File: src/rtl/prng_pkg.sv
// prng_pkg: shared definitions for the snake-game pseudo-random source.
//   - prng_state_e : request FSM states (IDLE / DRAW / HOLD)
//   - TAPS_* / SEED_* : default Galois feedback masks and reset seeds for
//     the common LFSR widths 8, 16 and 32. Each mask is maximal-length and
//     each seed is non-zero.
package prng_pkg;

    typedef enum logic [1:0] {
        IDLE = 2'd0,   // waiting for a request, req_ready high
        DRAW = 2'd1,   // evaluating one candidate per cycle
        HOLD = 2'd2    // response presented until the consumer takes it
    } prng_state_e;

    // Bit k of a mask corresponds to the x^(k+1) term of the polynomial.
    localparam logic [7:0]  TAPS_8  = 8'hB8;          // x^8+x^6+x^5+x^4+1
    localparam logic [7:0]  SEED_8  = 8'hE1;
    localparam logic [15:0] TAPS_16 = 16'hB400;       // x^16+x^14+x^13+x^11+1
    localparam logic [15:0] SEED_16 = 16'hACE1;
    localparam logic [31:0] TAPS_32 = 32'h8020_0003;  // x^32+x^22+x^2+x+1
    localparam logic [31:0] SEED_32 = 32'hACE1_2468;

endpackage

File: src/rtl/lfsr_core.sv
// lfsr_core: WIDTH-bit right-shifting Galois LFSR.
//   clock      in   rising-edge clock
//   reset_n    in   asynchronous active-low reset, state <= SEED
//   load       in   load load_value this cycle (highest priority)
//   load_value in   value to load; zero is replaced by SEED
//   step       in   advance one step this cycle when not loading
//   state      out  current LFSR state, never zero
module lfsr_core
    import prng_pkg::*;
#(
    parameter int              WIDTH = 16,
    parameter logic [WIDTH-1:0] TAPS = TAPS_16,
    parameter logic [WIDTH-1:0] SEED = SEED_16
) (
    input  logic             clock,
    input  logic             reset_n,
    input  logic             load,
    input  logic [WIDTH-1:0] load_value,
    input  logic             step,
    output logic [WIDTH-1:0] state
);

    // The all-zero state is the lock-up point of an XOR LFSR, so a zero
    // load is turned into the reset seed instead.
    logic [WIDTH-1:0] safe_load;
    assign safe_load = (load_value == '0) ? SEED : load_value;

    // NOTE: sequential state uses non-blocking assignments so every flop
    // samples pre-edge values, independent of statement order.
    always_ff @(posedge clock or negedge reset_n) begin
        if (!reset_n) begin
            state <= SEED;
        end else if (load) begin
            state <= safe_load;
        end else if (step) begin
            state <= (state >> 1) ^ (state[0] ? TAPS : '0);
        end
    end

endmodule

File: src/rtl/prng_range.sv
// prng_range: pseudo-random source with a free-running serial bit and
// range-limited values served over a valid/ready request/response pair.
// Values are made uniform in [0, limit) by rejection sampling the low
// OUT_W bits of the LFSR; after MAX_TRIES rejections the fallback value 0
// is returned with rsp_fallback set.
//   clock, reset_n   rising-edge clock, asynchronous active-low reset
//   step_en          advance the LFSR this cycle (entropy from game timing)
//   seed_load        load seed_value (zero is replaced by SEED)
//   seed_value       seed to load
//   req_valid/ready  request handshake; req_ready decodes the IDLE state
//   req_limit        exclusive upper bound, 0 means full 2^OUT_W range
//   rsp_valid/ready  response handshake
//   rsp_data         random value, rsp_fallback marks the fallback 0
//   rand_bit         lfsr_state[0]
//   lfsr_state       current LFSR state
module prng_range
    import prng_pkg::*;
#(
    parameter int               WIDTH     = 16,
    parameter logic [WIDTH-1:0] TAPS      = TAPS_16,
    parameter logic [WIDTH-1:0] SEED      = SEED_16,
    parameter int               OUT_W     = 6,
    parameter int               MAX_TRIES = 16
) (
    input  logic             clock,
    input  logic             reset_n,
    input  logic             step_en,
    input  logic             seed_load,
    input  logic [WIDTH-1:0] seed_value,
    input  logic             req_valid,
    output logic             req_ready,
    input  logic [OUT_W:0]   req_limit,
    output logic             rsp_valid,
    input  logic             rsp_ready,
    output logic [OUT_W-1:0] rsp_data,
    output logic             rsp_fallback,
    output logic             rand_bit,
    output logic [WIDTH-1:0] lfsr_state
);

    localparam int TRIES_W = (MAX_TRIES > 1) ? $clog2(MAX_TRIES) : 1;
    localparam logic [TRIES_W-1:0] LAST_TRY = TRIES_W'(MAX_TRIES - 1);

    prng_state_e        fsm_q;
    logic [OUT_W:0]     limit_q;
    logic [TRIES_W-1:0] tries_q;
    logic [OUT_W-1:0]   candidate;
    logic               accept;

    // Every DRAW cycle consumes one LFSR step, so successive candidates
    // are successive states even when the game is not stepping.
    lfsr_core #(
        .WIDTH (WIDTH),
        .TAPS  (TAPS),
        .SEED  (SEED)
    ) u_lfsr (
        .clock      (clock),
        .reset_n    (reset_n),
        .load       (seed_load),
        .load_value (seed_value),
        .step       (step_en || (fsm_q == DRAW)),
        .state      (lfsr_state)
    );

    assign rand_bit  = lfsr_state[0];
    assign req_ready = (fsm_q == IDLE);

    // The candidate is the pre-step state of this cycle. A latched limit
    // above 2^OUT_W accepts everything because the candidate cannot reach it.
    assign candidate = lfsr_state[OUT_W-1:0];
    assign accept    = (limit_q == '0) || ({1'b0, candidate} < limit_q);

    // NOTE: every control and response register is reset, so an abort
    // mid-DRAW or mid-HOLD leaves no stale response visible.
    always_ff @(posedge clock or negedge reset_n) begin
        if (!reset_n) begin
            fsm_q        <= IDLE;
            limit_q      <= '0;
            tries_q      <= '0;
            rsp_valid    <= 1'b0;
            rsp_data     <= '0;
            rsp_fallback <= 1'b0;
        end else begin
            case (fsm_q)
                IDLE: begin
                    if (req_valid) begin
                        limit_q <= req_limit;
                        tries_q <= '0;
                        fsm_q   <= DRAW;
                    end
                end
                DRAW: begin
                    if (accept) begin
                        rsp_data     <= candidate;
                        rsp_fallback <= 1'b0;
                        rsp_valid    <= 1'b1;
                        fsm_q        <= HOLD;
                    end else if (tries_q == LAST_TRY) begin
                        rsp_data     <= '0;
                        rsp_fallback <= 1'b1;
                        rsp_valid    <= 1'b1;
                        fsm_q        <= HOLD;
                    end else begin
                        tries_q <= tries_q + TRIES_W'(1);
                    end
                end
                HOLD: begin
                    if (rsp_ready) begin
                        rsp_valid <= 1'b0;
                        fsm_q     <= IDLE;
                    end
                end
                default: fsm_q <= IDLE;
            endcase
        end
    end

endmodule

File: config.mk
export PLATFORM = sky130hd
export DESIGN_NAME = prng_range
export DESIGN_NICKNAME = d
export VERILOG_FILES = /design/src/rtl/prng_pkg.sv /design/src/rtl/lfsr_core.sv /design/src/rtl/prng_range.sv
export SDC_FILE = /design/constraint.sdc
export NUM_CORES = 1
export LEC_CHECK = 0
export CAP_MARGIN = 20
export CELL_PAD_IN_SITES_DETAIL_PLACEMENT = 0
export CELL_PAD_IN_SITES_GLOBAL_PLACEMENT = 1
export CORE_MARGIN = 1
export CORE_UTILIZATION = 39
export DETAILED_ROUTE_END_ITERATION = 10
export GPL_ROUTABILITY_DRIVEN = 0
export MAX_ROUTING_LAYER = met4
export PLACE_DENSITY_LB_ADDON = 0.1
export RECOVER_POWER = 25
export SLEW_MARGIN = 20
export SYNTH_ARGS = -nofsm -noshare
export SYNTH_HDL_FRONTEND = slang
export SYNTH_SLANG_ARGS = --single-unit
File: constraint.sdc
create_clock -name clock -period 2.96 [get_ports clock]
set_input_delay 0.592 -clock clock [delete_from_list [all_inputs] [get_ports clock]]
set_output_delay 0.592 -clock clock [all_outputs]
set_load 0.01 [all_outputs]
==> reports/qor.txt <==
WHS Path Cells: 1
post-route cell area: 0.00262 mm2
setup tns final: 0 ns
area leader, netlist: dfrtp_1
Avg Cell Area, Syn: 10.4 um2
dpl cells: 301
CP Class: flip-flop to flip-flop
clk buf depth: 2
first-pass GRT wire length: 8050 um
switching share of power: 0.377
achievable frequency: 440 MHz
Final Skew: 0.00530 ns
Post-Layout Cell Count: 309
Warnings, synthesis: 0
slowest cell on the critical path: or4b_1
most common cell after layout, fill and taps aside: clkdlybuf4s50_1
maximum vdd drop: 0.000383 V
CTS tree: yes
IO Port Bufs: 54
core outline area: 0.00475 mm2
min cycle time layout: 2.27 ns
Resize count post-CTS: 0
RSZ-0062 raised after global routing: no
top-area cell type share of the netlist area: 0.375
ANT nets after route: 0
vias in the first global route: 1660
Placed Area: 0.00254 mm2
CP Capture Type: flip-flop
vias per cell: 5.28
critical path startpoint category: flip-flop
main flop type after synthesis: dfrtp_1
Comb pwr share: 0.471
DR pass1 iterations: 4
CTS buffer count: 5
Die Ht: 72.4 um
I/O Pins: 55
Pins Over Slew Limit: 0
worst reg2reg setup slack: 0.69 ns
worst slew pin tran: 0.899 ns
CTS Hold Bufs: 0
final setup fails: 0
# DRC: 0
status: complete, no violations
area delta synth->final: 35.6%
Die X-Extent: 72.4 um
CP peak stage delay: 0.47 ns
crit path DAT: 2.45 ns
Initial Utilization: 0.407
Synth cell types: 42
commonest non-fill, non-tap cells in the layout: clkdlybuf4s50_1, dfrtp_1, nand2_1
number of flops mapped to enable cells by yosys: 0
share of cells above drive strength 1: 0.128
H-Tree Depth: 2
Synth Instances: 186
Pint: 1.48 mW
max-cap viol count: 0
Post-DP HPWL: 3580 um
Hold Startpoint: rsp_valid$_DFFE_PN0P_
Netlist Area Pre-Place: 0.00193 mm2
top post-synthesis cells by area: dfrtp_1, dfstp_2, ha_1, o21ai_0, nand2_1
r2r endpoint: tries_q[2]$_DFFE_PN0P_
postcts setup bufs: 0
final net count: 279
Seq pwr share: 0.387
Vias: 1631
final antenna diode count: 0
drt wl/cell: 15.1 um
hold-critical path endpoint: rsp_valid$_DFFE_PN0P_
crit-path max FO: 14
Fillers: 438
Slew HR: 0.401
multi-input logic area: 925 um2
Routed WL: 4680 um
total track usage: 0.206
pin count of the biggest net entering global routing: 38
Die Footprint: 0.00525 mm2
Clock Power Share: 0.142
worst hold path class: flip-flop to flip-flop
Reg clk slew, reported paths: 0.07 ns
initial antenna violation count: 0
register bit count reported by yosys: 37
Worst-Skew Late Latency: 0.29 ns
drt initial violations: 126
Pwr Density: 904 mW/mm2
CTS root buf: clkbuf_8
num rows: 25
R2R depth: 7
Fin. Hold Viols: 0
worst r2r src: fsm_q[1]$_DFFE_PN0P_
post-synthesis sequential area ratio: 0.484
Data required, critical path: 3.14 ns
syn_nets: 224
register area: 936 um2
CP Cell Sequence: inv_1 > ha_1 > or4b_1 > o21ai_1 > or2_1 > nor4_1 > a211o_1
leakage: 1.08 nW
Synth async-reset ratio: 1.00
Sw Pwr: 0.893 mW
total clock sinks: 37
crit share post-route: 0.768
GRT overflow: 0
[sequential cells by signal, summed over array words and instances (netlist names)]
| name | count |
|---|---|
| fsm_q | 2 |
| limit_q | 7 |
| rsp_data | 6 |
| rsp_fallback | 1 |
| rsp_valid | 1 |
| tries_q | 4 |
| u_lfsr.state | 16 |
[how the worst max path moves through the flow]
stage,from,endpoint,slack (ns)
final,fsm_q[1]$_DFFE_PN0P_,tries_q[2]$_DFFE_PN0P_,0.69
after global routing,fsm_q[1]$_DFFE_PN0P_,tries_q[3]$_DFFE_PN0P_,0.51
after CTS,fsm_q[1]$_DFFE_PN0P_,tries_q[2]$_DFFE_PN0P_,0.68
after detailed placement,req_valid,tries_q[3]$_DFFE_PN0P_,0.56
after global placement,req_valid,tries_q[3]$_DFFE_PN0P_,0.74
after floorplan,fsm_q[1]$_DFFE_PN0P_,tries_q[2]$_DFFE_PN0P_,1.09
[stage by stage]
step | total power [mW] | util | hold WS (ns) | worst slack, ns
detailed placement | 2.04 | 0.535 | 0.488 | 0.558
global route | 2.55 | 0.552 | 0.527 | 0.505
floorplan | 1.57 | - | 0.296 | 1.09
CTS | 2.40 | 0.552 | 0.500 | 0.684
global placement | 1.98 | 0.535 | 0.476 | 0.736
finish | 2.37 | 0.552 | 0.495 | 0.688
[Yosys cell counts, drive strengths merged, types with 2 or more instances]
library cell	instances
xor2	2
mux2	8
nand2	25
or4	2
nand3	4
ha	9
clkbuf	5
a21oi	7
o21ai	20
buf	4
a22o	6
o22ai	9
nor4	5
dfrtp	29
dfstp	8
mux2i	7
o211ai	3
nand2b	3
nand4	2
a21o	2
inv	10
o22a	2
o311ai	2
[area by class of cell]
class	count	share of cell area
clock buffer	8	0.0305
inverter	10	0.0143
multi-input combinational	130	0.353
sequential	37	0.357
tap	67	0.0320
timing repair buffer	57	0.214
[worst max-delay path: cells and delay by family, from the launching register on]
kind	cells	cell delay [ns]
fa+ha+maj	1	0.46
flops	1	0.40
buf+inv	1	0.10
simple gates	3	0.79
compound gates	2	0.42
[metal layers]
layer / track usage / share of wire
met5: - / 0
met3: 0.0472 / 0.041
met4: 0.0588 / 0.012
met2: 0.331 / 0.48
met1: 0.260 / 0.46
[logic make-up after synthesis]
group,after synthesis,synth area share
buf+inv,19,0.0408
fa+ha+maj,9,0.0582
xor+xnor,3,0.0136
mux,15,0.0847
compound gates,56,0.194
simple gates,47,0.125
flops,37,0.484
[power by group through the flow]
stage | logic, mW | clock network [mW] | registers, mW
finish | 1.12 | 0.337 | 0.916
global route | 1.24 | 0.370 | 0.945
CTS | 1.13 | 0.348 | 0.916
detailed placement | 1.12 | 0 | 0.922
global placement | 1.07 | 0 | 0.911
floorplan | 0.648 | 0 | 0.918
No activity file was read; power rests on OpenSTA's default activity.
